[config.mk]
export PLATFORM = sky130hd
export DESIGN_NAME = alu
export DESIGN_NICKNAME = d
export VERILOG_FILES = /design/src/rtl/alu_pkg.sv /design/src/rtl/alu_adder.sv /design/src/rtl/alu.sv
export SDC_FILE = /design/constraint.sdc
export NUM_CORES = 1
export LEC_CHECK = 0
export ABC_AREA = 0
export BUFFER_PORTS_ARGS = -buffer_cell sky130_fd_sc_hd__buf_2
export CAP_MARGIN = 20
export CORE_MARGIN = 5
export CORE_UTILIZATION = 40
export DETAILED_ROUTE_END_ITERATION = 6
export GPL_ROUTABILITY_DRIVEN = 0
export GPL_TIMING_DRIVEN = 0
export PLACE_DENSITY = 0.67
export SLEW_MARGIN = 20
export SYNTH_ARGS = -nofsm -noshare
export SYNTH_HDL_FRONTEND = slang
export SYNTH_SLANG_ARGS = --single-unit
[constraint.sdc]
create_clock -name clk -period 2.9 [get_ports clk]
set_input_delay 0.58 -clock clk [delete_from_list [all_inputs] [get_ports clk]]
set_output_delay 0.58 -clock clk [all_outputs]
set_load 0.05 [all_outputs]
[src/rtl/alu_pkg.sv]
// Shared definitions for the ALU: the default operand width and the
// operation-select encoding used on the op port.
package alu_pkg;

    // Default operand/result width.
    localparam int ALU_WIDTH = 4;

    // Operation select codes (values are fixed by the op port encoding).
    typedef enum logic [2:0] {
        OP_ADD = 3'b000,
        OP_SUB = 3'b001,
        OP_NOT = 3'b010,
        OP_AND = 3'b011,
        OP_OR  = 3'b100,
        OP_XOR = 3'b101,
        OP_SLT = 3'b110,
        OP_EQ  = 3'b111
    } aluOp_e;

endpackage : alu_pkg

[src/rtl/alu_adder.sv]
// Combinational WIDTH-bit adder with carry-in, carry-out and signed overflow.
// Subtraction and compare are done by the caller feeding ~y and an
// inverted carry-in, so this block only ever adds.
module alu_adder #(
    parameter int WIDTH = alu_pkg::ALU_WIDTH
) (
    input  logic [WIDTH-1:0] a_i,
    input  logic [WIDTH-1:0] b_i,
    input  logic             cin_i,
    output logic [WIDTH-1:0] sum_o,
    output logic             cout_o,
    output logic             ovf_o
);

    logic [WIDTH:0] fullSum;

    // Full-width sum; the extra top bit is the carry-out.
    always_comb begin
        fullSum = {1'b0, a_i} + {1'b0, b_i} + {{WIDTH{1'b0}}, cin_i};
    end

    assign sum_o  = fullSum[WIDTH-1:0];
    assign cout_o = fullSum[WIDTH];
    // Overflow: both addends share a sign and the result sign differs from it.
    assign ovf_o  = (a_i[WIDTH-1] == b_i[WIDTH-1]) && (sum_o[WIDTH-1] != a_i[WIDTH-1]);

endmodule : alu_adder

[src/rtl/alu.sv]
// Single-cycle registered ALU. All operations are decoded combinationally
// and captured in one register stage together with the carry, zero and
// overflow flags.
module alu
    import alu_pkg::*;
#(
    parameter int WIDTH = ALU_WIDTH
) (
    input  logic             clk,
    input  logic             rst,
    input  logic [2:0]       op,
    input  logic             in_c,
    input  logic [WIDTH-1:0] in_x,
    input  logic [WIDTH-1:0] in_y,
    output logic [WIDTH-1:0] out_s,
    output logic             out_c,
    output logic             zero,
    output logic             overflow
);

    aluOp_e           opSel;
    logic [WIDTH-1:0] adderB;
    logic             adderCin;
    logic [WIDTH-1:0] adderSum;
    logic             adderCout;
    logic             adderOvf;
    logic             lessThan;

    logic [WIDTH-1:0] result_d, result_q;
    logic             carry_d, carry_q;
    logic             zero_d, zero_q;
    logic             ovf_d, ovf_q;

    assign opSel = aluOp_e'(op);

    // Choose adder operands: ADD uses y and in_c directly; SUB and SLT add
    // ~y with an inverted borrow so the adder computes x - y - borrow.
    always_comb begin
        adderB   = ~in_y;
        adderCin = 1'b1;
        if (opSel == OP_ADD) begin
            adderB   = in_y;
            adderCin = in_c;
        end else if (opSel == OP_SUB) begin
            adderB   = ~in_y;
            adderCin = ~in_c;
        end
    end

    alu_adder #(
        .WIDTH (WIDTH)
    ) u_adder (
        .a_i    (in_x),
        .b_i    (adderB),
        .cin_i  (adderCin),
        .sum_o  (adderSum),
        .cout_o (adderCout),
        .ovf_o  (adderOvf)
    );

    // Signed x < y from x - y: the difference sign is correct unless the
    // subtraction overflowed, in which case it is inverted.
    assign lessThan = adderSum[WIDTH-1] ^ adderOvf;

    // Next-state result and flags; flags are cleared for non-arithmetic ops.
    always_comb begin
        result_d = '0;
        carry_d  = 1'b0;
        ovf_d    = 1'b0;
        case (opSel)
            OP_ADD: begin
                result_d = adderSum;
                carry_d  = adderCout;
                ovf_d    = adderOvf;
            end
            OP_SUB: begin
                result_d = adderSum;
                carry_d  = ~adderCout;
                ovf_d    = adderOvf;
            end
            OP_NOT:  result_d = ~in_x;
            OP_AND:  result_d = in_x & in_y;
            OP_OR:   result_d = in_x | in_y;
            OP_XOR:  result_d = in_x ^ in_y;
            OP_SLT:  result_d = WIDTH'(lessThan);
            OP_EQ:   result_d = WIDTH'(in_x == in_y);
            default: result_d = '0;
        endcase
        zero_d = (result_d == '0);
    end

    // Single register stage; synchronous reset clears every output.
    always_ff @(posedge clk) begin
        if (rst) begin
            result_q <= '0;
            carry_q  <= 1'b0;
            zero_q   <= 1'b0;
            ovf_q    <= 1'b0;
        end else begin
            result_q <= result_d;
            carry_q  <= carry_d;
            zero_q   <= zero_d;
            ovf_q    <= ovf_d;
        end
    end

    assign out_s    = result_q;
    assign out_c    = carry_q;
    assign zero     = zero_q;
    assign overflow = ovf_q;

endmodule : alu

==> Word-level counts from Yosys, hierarchy flattened <==
Cells that the tools add are included.
{ "totals": {"output_inout_bits": 7, "in_bits": 14, "ff_bits": 7, "word_cells": 35} }
{ "classes": {"mux": 5, "n_eq_ne": 10, "bitwise_logic": 9, "reduce_logical": 5, "add_sub_neg": 2} }
{ "ops": {"columns": ["operator", "count"], "rows": [
  ["4-bit one-hot mux with 7 select lines", 1],
  ["3-bit equality test (second input constant)", 4],
  ["4-bit inverter", 2],
  ["3-bit by 2-bit equality test with 1-bit output (second input constant)", 2],
  ["4-bit by 4-bit adder with 5-bit output", 1],
  ["5-bit by 1-bit adder with 5-bit output", 1],
  ["4-bit AND", 1],
  ["4-bit equality test", 1],
  ["4-bit logical NOT", 1],
  ["4-bit 2-to-1 mux", 1],
  ["4-bit bitwise OR", 1],
  ["2-bit OR reduction", 2],
  ["4-bit bitwise XOR", 1],
  ["3-bit by 1-bit equality test with 1-bit output (second input constant)", 1],
  ["3-bit logical NOT", 1],
  ["1-bit inverter", 3],
  ["1-bit 2-to-1 mux", 2],
  ["1-bit one-hot mux with 2 select lines", 1],
  ["1-bit equality test", 1],
  ["1-bit logical AND", 1],
  ["1-bit inequality test", 1],
  ["1-bit bitwise XOR", 1]
]} }

==> Depth between registers and ports, before layout <==
Gate-level depths: netlist of run 1.
{ "depth": {"word_depth": 9, "depth_mapped": 12, "mapped_depth_nobuf": 11} }

==> Cells and area by module <==
Synthesis of run 1 repeated with hierarchy kept, for this count alone.
{ "hier_totals": {"hier_cells": 95, "hier_area_um2": 855.8} }
{ "modules_own_cells": {"columns": ["module", "seq_area_each_um2", "cells_each", "n_inst", "area_each_um2"], "rows": [
  ["alu", 140.1, 76, 1, 679.4],
  ["alu_adder", 0.0, 19, 1, 176.4]
]} }

==> Worst setup path after synthesis of run 1 <==
No wires, ideal clock.
{ "synth_timing": {"path_kind": "input to register", "startpoint": "input port op[1]", "endpoint": "register zero_q, in the netlist zero", "setup_ns": 0.115, "setup_slack_ns": 0.149, "cell_stages": 10, "arrival_ns": 2.636, "path_buffers": 1, "t_required_ns": 2.785, "path_cell_list": "buf_4 or2_2 nor2_2 xnor2_1 fa_1 inv_1 fa_1 a22oi_1 a211oi_2 and3_1"} }
{ "synth_between": {"elab_chain_cells": 9, "word_cells_on_any_way": 20, "cone_classes": "add/sub: 2; eq/ne: 9; mux: 4; bitwise: 1; reduce/logical: 4"} }
{ "synth_lines": {"columns": ["element", "line", "source"], "rows": [
  ["start: declaration", "alu.sv:11", "input logic [2:0] op,"],
  ["3-bit logical NOT / 3-bit by 1-bit equality test with 1-bit output (equally long branches)", "alu.sv:41, alu.sv:70, alu.sv:44", null],
  ["4-bit 2-to-1 mux / 1-bit 2-to-1 mux (equally long branches)", "alu.sv:41, alu.sv:44", null],
  ["4-bit by 4-bit adder with 5-bit output / 1-bit 2-to-1 mux (equally long branches)", "alu_adder.sv:19, alu.sv:41", null],
  ["5-bit by 1-bit adder with 5-bit output", "alu_adder.sv:19", "fullSum = {1'b0, a_i} + {1'b0, b_i} + {{WIDTH{1'b0}}, cin_i};"],
  ["1-bit inequality test", "alu_adder.sv:25", "assign ovf_o = (a_i[WIDTH-1] == b_i[WIDTH-1]) && (sum_o[WIDTH-1] != a_i[WIDTH-1]);"],
  ["1-bit logical AND", "alu_adder.sv:25", null],
  ["1-bit bitwise XOR", "alu.sv:63", "assign lessThan = adderSum[WIDTH-1] ^ adderOvf;"],
  ["4-bit one-hot mux with 7 select lines (*)", "alu.sv:70", "case (opSel)"],
  ["4-bit logical NOT (*)", "alu.sv:89", "zero_d = (result_d == '0);"],
  ["end signal: assignment", "alu.sv:102", "zero_q <= zero_d;"],
  ["end: declaration", "alu.sv:31", "logic zero_d, zero_q;"]
]} }
Every way passes the cells marked *; elsewhere a longest branch is shown, timed or not.
A chain may end at the register's enable or synchronous reset.

==> Final worst setup path of run 1 <==
{ "layout_timing": {"startpoint": "input port op[2]", "endpoint": "register zero_q, in the netlist zero"} }
The elaborated chain is that of the path after synthesis.

==> results of run 1 <==
## power by group through the flow
stage                     combinational, W  sequential (W)  clock [W]
after floorplan                  0.0000866        0.000133          0
after global placement            0.000149        0.000107          0
after detailed placement          0.000151        0.000107          0
after CTS                         0.000152        0.000105  0.0000884
after global routing              0.000171        0.000105  0.0000902
final                             0.000156        0.000105  0.0000847
## state kept, by name, indices dropped and copies added, names as in the netlist
register	flops
out_c	1
out_s	4
zero	1
overflow	1
## metal layers
metal  up-vias  track usage, %  part of all wire [%]
met5         -               0                     0
met3         3            1.13                   6.3
met1       290            14.1                    43
met2        18            19.8                    48
met4         0            7.66                   1.9
li1        362               -                     -
## timing repair
action,4_1_cts,5_1_grt
endpoints found under the setup margin,0,3
gates resized for setup,0,3
setup buffers,0,0
## per-stage QoR
stage	total power, W	instances	worst slack (ps)
after CTS	0.000346	140	6.67
after floorplan	0.000220	92	149
after detailed placement	0.000258	136	-251
final	0.000345	140	189
after global placement	0.000256	136	-214
after global routing	0.000367	140	21.8
## worst paths after layout
check  cells after the start  slack, ps  endpoint
min                        2        590  out_s[1]
max                       11        190      zero
## kinds of logic after synthesis
group | Yosys count | share of synthesized area (%)
muxes | 1 | 1.32
DFF | 7 | 18.5
xor gates and xnor gates | 9 | 10.4
and+or+nand+nor | 27 | 19.9
AOI/OAI and AO/OA | 19 | 17.4
adders and majority gates | 13 | 23.5
buffers and inverters | 16 | 8.94
## layout make-up
type,count,area (sq um)
plain buffers,4,22.5
well taps,25,31.3
fillers,185,840
inverters,12,45.0
clock buffers,4,26.3
repair buffers,19,95.1
multi-input cells,69,564
flip-flops and latches,7,140
## cells in the final DEF (no fill, tap or decap), types with 2 or more instances in the layout
cell / count
buf_2: 22
inv_1: 12
ha_1: 11
xnor2_1: 7
dfxtp_1: 7
nor2_1: 6
a21oi_1: 5
o21ai_0: 4
nor2b_1: 4
nor3_1: 4
nand2_1: 3
clkbuf_4: 3
xor2_1: 2
and3b_1: 2
a21o_1: 2
nor4_1: 2
fa_1: 2
## critical path, stage by stage
cell	delay (ps)
buf_2	110
buf_2	170
or2_2	330
nor2_4	190
xnor2_1	120
fa_1	410
inv_1	80
fa_1	420
a22oi_2	220
a211oi_2	70
and3_1	150
==> metrics.txt, run 1 <==
Seq cells post-synth 7; final worst path period share 93.5%; CP startpoint op[2]; Setup TNS Final 0 ps; Finish-stage setup viols 0; Pre-antenna DRT Iters 4; Final Cell Area 925 sq um; clk buf depth 2; Syn Nets 119; number of global-route vias before repair 583; first-pass GRT wire length 2420 microns; largest net degree at the start of global routing 11; DRT antenna net count 0; maximum fanout along the worst path 10; sequential share of the synthesized area 18.5%; outcome completed; IO Count 21; die height 53.5 microns; dpl cell area just under 900 sq um; max_cap viols 0; Post-Route WL 1530 microns; clock-pin slew of the registers on the worst-case setup and hold paths 50 ps; PwrDens 373 nW/um^2; most common cell in the netlist inv_1; Max Slew Vio Count 0; Async SR Flop Fraction 0%; worst hold slack just under 600 ps; Final Util a little over half; f_max 369 MHz; Post-route DRC 0; synth unique cells 32; # port buffers 19; antenna cells 0; Num CTS Buffers 3; Post-synth top flop dfxtp_1; P_int 0.000217 W; via count 673; die extent in x between 50 and 60 microns; Initial Util 42.8%; Post-Synthesis Cell Area 756 sq um; Wirelength per Cell 10.9 microns; Avg Inst Size Synth 8.21 sq um; ranking of synthesized cells by area dfxtp_1, ha_1, xnor2_1, inv_1, fa_1; CTS root buffer clkbuf_4; Worst EP required 3040 ps; fraction of layout cells with a size suffix above 1 around 28%; Syn Inst Count 92; Final Hold Fails 0; Reg power frac between 30% and 40%; core area 1760 sq um; initial antenna violation count 0; CTS sink cnt 7; global route overflow 0; top cells by count, synth inv_1, ha_1, dfxtp_1, xnor2_1, nor2_1; Min-Delay Path Class primary input to register; Post-layout nets 143; TritonCTS clock tree built; WS Path Type primary input to register; CP Capture Type register; number of flops mapped to enable cells by yosys 0; top-area cell type share of the netlist area 18.5%; Core Rows 15; dpl hpwl 1280 microns; Leak 0.470 nW; Worst VDD drop ~140 uV; clock power share 24.5%; Die Area 2860 sq um; synthesis-to-layout area growth 22.4%; net switching power ~0.00013 W; Yosys top cell by area dfxtp_1; crit path DAT 2850 ps; RSZ-0062 raised after global routing false; Hold Crit Start rst; yosys warns 0; worst slew pin tran 335 ps; H-tree depth 1; crit path launch type primary input; Vias/cell 4.81; Gate power share 45.1%; sw frac 37.1%; hold_buf cts 0; fin crit period 2710 ps; GRT Total Usage 11.8%; DRT iter0 DRCs 9; Slew HR 77.6%
(Power assumes the default switching activity.)
==> inputs of run 2 (changes only) <==
- ABC_AREA: 0 -> 1
- CORE_ASPECT_RATIO: unset -> 1.75
- GPL_TIMING_DRIVEN: 0 -> unset
- PLACE_DENSITY: 0.67 -> 0.65
==> run 2 against run 1 <==
  * Sequential share of layout area decreased by 2.5 points
  * Fmax rose by 6.9%
  * Die area grew 22%
  * Critical path depth grew 1
==> metrics.txt, run 2 <==
sequential share of the synthesized area 14.8%; Wirelength per Cell about 13 microns; clk buf depth 2; via count 952; clock power share between 30 and 40%; crit path DAT 2650 ps; Post-layout nets 191; CTS sink cnt 7; final worst setup slack 365 ps; Finish-stage setup viols 0; Simple-Gate Fraction of Synth Area between 40 and 50%; global-route met1 utilization 15.3%; sw frac 38.7%; PwrDens slightly below 400 nW/um^2; fin crit period approximately 2500 ps; global route overflow 0; H-tree depth 1; Post-route DRC 0; antenna cells 0; Final Cell Area ~1100 sq um; final worst path period share 87.4%; Most Crowded Layer GR met2; most common cell after layout, fill and taps aside nand2_1; largest family of logic cells by synthesized area simple AND/OR/NAND/NOR gates; worst hold slack 626 ps; max FFs per register 4; yosys warns 0; Leak 0.607 nW; most common cell in the netlist nand2_1; Post-Synthesis Cell Area 947 sq um; GRT Total Usage ~16%; XOR/XNOR Fraction of Synth Area 3.70%; clock-pin slew of the registers on the worst-case setup and hold paths 40 ps; Worst VDD drop roughly 130 uV; Gate power share 44.3%; crit path launch type primary input; P_int 0.000264 W; Min-Delay Path Class primary input to register; final-layout fill cell count 248; Seq cells post-synth 7; post-synthesis mux area share 0%; initial antenna violation count 0; Place WS 140 ps; Core Rows 23; Post-CTS Setup Repair Bufs 0; GR met2 Demand/Resource 30.4%; max_cap viols 0; die height 74.4 microns; # port buffers 20; hold_buf cts 0; WS Path Type primary input to register; outcome completed; Syn Inst Count roughly 140; maximum fanout along the worst path 10; net switching power 0.000166 W; RSZ-0062 raised after global routing false; synth unique cells 27; Worst EP required 3020 ps; Final Hold Fails 0; IO Count 21; Crit path largest cell delay 440 ps; TritonCTS clock tree built; Post-Route WL 2380 microns; slowest CP cell fa_1; critical-path cell list buf_2, nor2_4, nand2_4, xor2_1, fa_1, inv_1, fa_1, or2_4, nand3_2, nor2_1, nand2_1, nor2_1; top cells by count, synth nand2_1, inv_1, nor2_1; Hold Path Depth 2; Post-Synth Adder-Cell Area 18.8%; Async SR Flop Fraction 0%; first-pass GRT wire length 4010 microns; Avg Inst Size Synth about 6.7 sq um; Vias/cell approximately 5.1; fraction of layout cells with a size suffix above 1 a little over a quarter; dpl hpwl 2130 microns; GRT met3 Usage 2.18%; top-area cell type share of the netlist area between 10% and 20%; synthesis-to-layout area growth 16.6%; dpl cell area around 1100 sq um; Initial Util between 40% and 50%; core area 2270 sq um; f_max 394 MHz; DRT antenna net count 0; Worst Hold End out_s[2]; Die Area 3480 sq um; commonest cells after routing, fill and taps aside nand2_1, inv_1, buf_2; Slew HR 82.6%; die extent in x 46.8 microns; worst slew pin tran 259 ps; ranking of synthesized cells by area dfxtp_1, ha_1, nand2_1, inv_1, nor2_1; Final Util 48.6%; Num CTS Buffers 3; number of flops mapped to enable cells by yosys 0; Syn Nets 168; Post-synth top flop dfxtp_1; Synth Area in Compound Gates between 7 and 8%; number of global-route vias before repair between 900 and 1k; Reg power frac between 20% and 30%; Pre-antenna DRT Iters 4; Yosys top cell by area dfxtp_1; Setup TNS Final 0 ps; Hold Crit Start rst; DRT iter0 DRCs 25; Max Slew Vio Count 0; CTS root buffer clkbuf_8; CP Capture Type register; PostCTS Resize Cnt 0; largest net degree at the start of global routing 16
run 2: worst max-delay path by stage:
| stage | from | end | depth (start not counted) |
|---|---|---|---|
| 2_1_floorplan | op[0] | zero | 12 |
| 3_3_place_gp | op[1] | zero | 12 |
| 3_5_place_dp | op[0] | zero | 12 |
| 4_1_cts | op[0] | zero | 12 |
| 5_1_grt | op[0] | zero | 14 |
| 6_report | op[0] | zero | 12 |
run 2: cell type report:
class                      instances  area (sq um)  share of cell area (%)
sequential                         7           140                    12.7
multi-input combinational        109           698                    63.2
tap                               25          31.3                    2.83
clock buffer                       4          45.0                    4.08
inverter                          22          82.6                    7.47
timing repair buffer              21           108                    9.74
run 2: logic make-up after synthesis:
| logic type | count (synthesis) |
|---|---|
| XOR/XNOR | 4 |
| AND/OR/NAND/NOR | 79 |
| buffers and inverters | 25 |
| flip-flops | 7 |
| adder cells (fa/ha/maj) | 13 |
| AO/OA/AOI/OAI | 13 |
run 2: metal layers:
| metal | vias to the layer above | routed length, microns |
|---|---|---|
| met4 | 0 | 65 |
| li1 | 495 | - |
| met1 | 423 | 838 |
| met2 | 27 | 1370 |
| met3 | 7 | 114 |
| met5 | - | 0 |
run 2: stage by stage:
| step | cells | total power [W] |
|---|---|---|
| 4_1_cts | 188 | 0.000433 |
| 6_report | 188 | 0.000430 |
| 3_5_place_dp | 184 | 0.000300 |
| 3_3_place_gp | 184 | 0.000299 |
| 5_1_grt | 188 | 0.000463 |
| 2_1_floorplan | 141 | 0.000248 |
run 2: power by group through the flow:
stage                     combinational, W  clock, W  sequential, W
after floorplan                   0.000107         0       0.000141
after global placement            0.000189         0       0.000109
after detailed placement          0.000191         0       0.000109
after CTS                         0.000191  0.000134       0.000108
after global routing              0.000212  0.000143       0.000108
final                             0.000190  0.000132       0.000107
run 2: worst max-delay path: cells and delay by family:
family                   cells  cell delay [ps]
adder cells (fa/ha/maj)      2              860
AND/OR/NAND/NOR              7              780
XOR/XNOR                     1              170
buffers and inverters        2              260
==> inputs of run 3 (changes only) <==
- BUFFER_PORTS_ARGS: -buffer_cell sky130_fd_sc_hd__buf_2 -> unset
- DONT_BUFFER_PORTS: unset -> 1
- PLACE_DENSITY: 0.65 -> 0.57
==> run 3 against run 2 <==
  * Combinational power shrank 36%
  * Flip-flop and latch count is the same
  * Final cell count shrank 11%
  * Fmax grew 9.1%
  * Wire length shrank 4.4%
  * Die area is the same
  * Via count shrank 5.5%
  * First-iteration DRC count shrank 36%
  * Worst hold slack lost 200 ps
  * Clock power is essentially flat
  * Critical endpoint unchanged
  * Largest cell class unchanged
==> metrics.txt, run 3 (synthesized netlist as in run 2, its figures left out) <==
outcome completed; largest net degree at the start of global routing 17; synthesis-to-layout area growth 5.28%; Vias/cell 5.39; dpl cell area ~950 sq um; crit path launch type primary input; final worst path period share 80.2%; # port buffers 0; PostCTS Resize Cnt 0; clock-pin slew of the registers on the worst-case setup and hold paths 40 ps; IO Count 21; Setup TNS Final 0 ps; footprint of the multi-input gates roughly 700 sq um; Max Slew Vio Count 0; Die Area 3480 sq um; first-pass GRT wire length 3940 microns; critical-path cell list nor2_4, nand2_4, xor2_1, fa_1, inv_1, fa_1, or2_4, nand3_2, nor2_1, nand2_1, nor2_1; Worst EP required 3020 ps; Final Util 43.9%; Initial Util 41.7%; Min-Delay Path Class primary input to register; die height 74.4 microns; fraction of layout cells with a size suffix above 1 15.5%; CP top delay family adder cells; Pre-antenna DRT Iters 4; Crit path largest cell delay 440 ps; Post-Route WL ~2300 microns; Buffers & Inverters on Critical Path 1; final-layout fill cell count 246; dpl hpwl 1960 microns; DRT antenna net count 0; maximum fanout along the worst path 7; max_cap viols 0; H-tree depth 1; RSZ-0062 raised after global routing false; GRT Total Usage between 10% and 20%; commonest cells after routing, fill and taps aside nand2_1, inv_1, nor2_1; Final Cell Area 997 sq um; Sequential Area 140 sq um; f_max approximately 430 MHz; Finish-stage setup viols 0; die extent in x 46.8 microns; slowest CP cell fa_1; Post-CTS Setup Repair Bufs 0; Post-layout nets 170; Core Rows 23; Wirelength per Cell between 10 and 15 microns; number of global-route vias before repair 945; fin crit period ~2300 ps; global route overflow 0; PwrDens ~400 nW/um^2; antenna cells 0; core area 2270 sq um; worst slew pin tran 485 ps; Final Hold Fails 0; TritonCTS clock tree built; CTS sink cnt 7; Slew HR 67.6%; DRT iter0 DRCs 16; CTS root buffer clkbuf_8; Worst VDD drop 141 uV; crit path DAT 2440 ps; most common cell after layout, fill and taps aside nand2_1; via count 900; clk buf depth 2; Num CTS Buffers 3; hold_buf cts 0; initial antenna violation count 0; max FFs per register 4; WS Path Type primary input to register; Post-route DRC 0; Leak between 0.5 and 0.6 nW; CP Capture Type register
## run 3: cell count changes in the layout (fill, tap and decap cells not counted), sizes merged
cell,change
buf,-21
## run 3: worst paths after layout
kind | slack [ps] | endpoint | cells after the start | from
worst max-delay path | 580 | zero | 11 | op[1]
worst min-delay path | 420 | out_s[3] | 1 | rst
## run 3: where the power goes
part	switching (W)	internal [W]
clock network	0.0000388	0.0000948
registers	0.0000342	0.000106
logic	0.0000723	0.0000501
total	0.000145	0.000251
## run 3: layout make-up
type / count / share of cell area, %
Multi-Input combinational cell: 109 / 70.0
Sequential cell: 7 / 14.1
Inverter: 22 / 8.28
Clock buffer: 4 / 4.52
Tap cell: 25 / 3.14
## run 3: metrics by stage
stage	cells	hold WS, ps	total power, W	setup slack [ps]
after global placement	163	653	0.000265	358
after detailed placement	163	654	0.000265	334
after floorplan	141	649	0.000248	345
final	167	423	0.000396	576
after CTS	167	420	0.000400	567
after global routing	167	415	0.000432	471
## run 3: per-layer routing
metal / GRT usage, % / share of wire [%] / vias to the layer above
li1: - / - / 454
met1: 15.1 / 36 / 405
met2: 28.0 / 54 / 34
met3: 3.15 / 6.2 / 7
met4: 9.23 / 4.2 / 0
met5: 0 / 0 / -
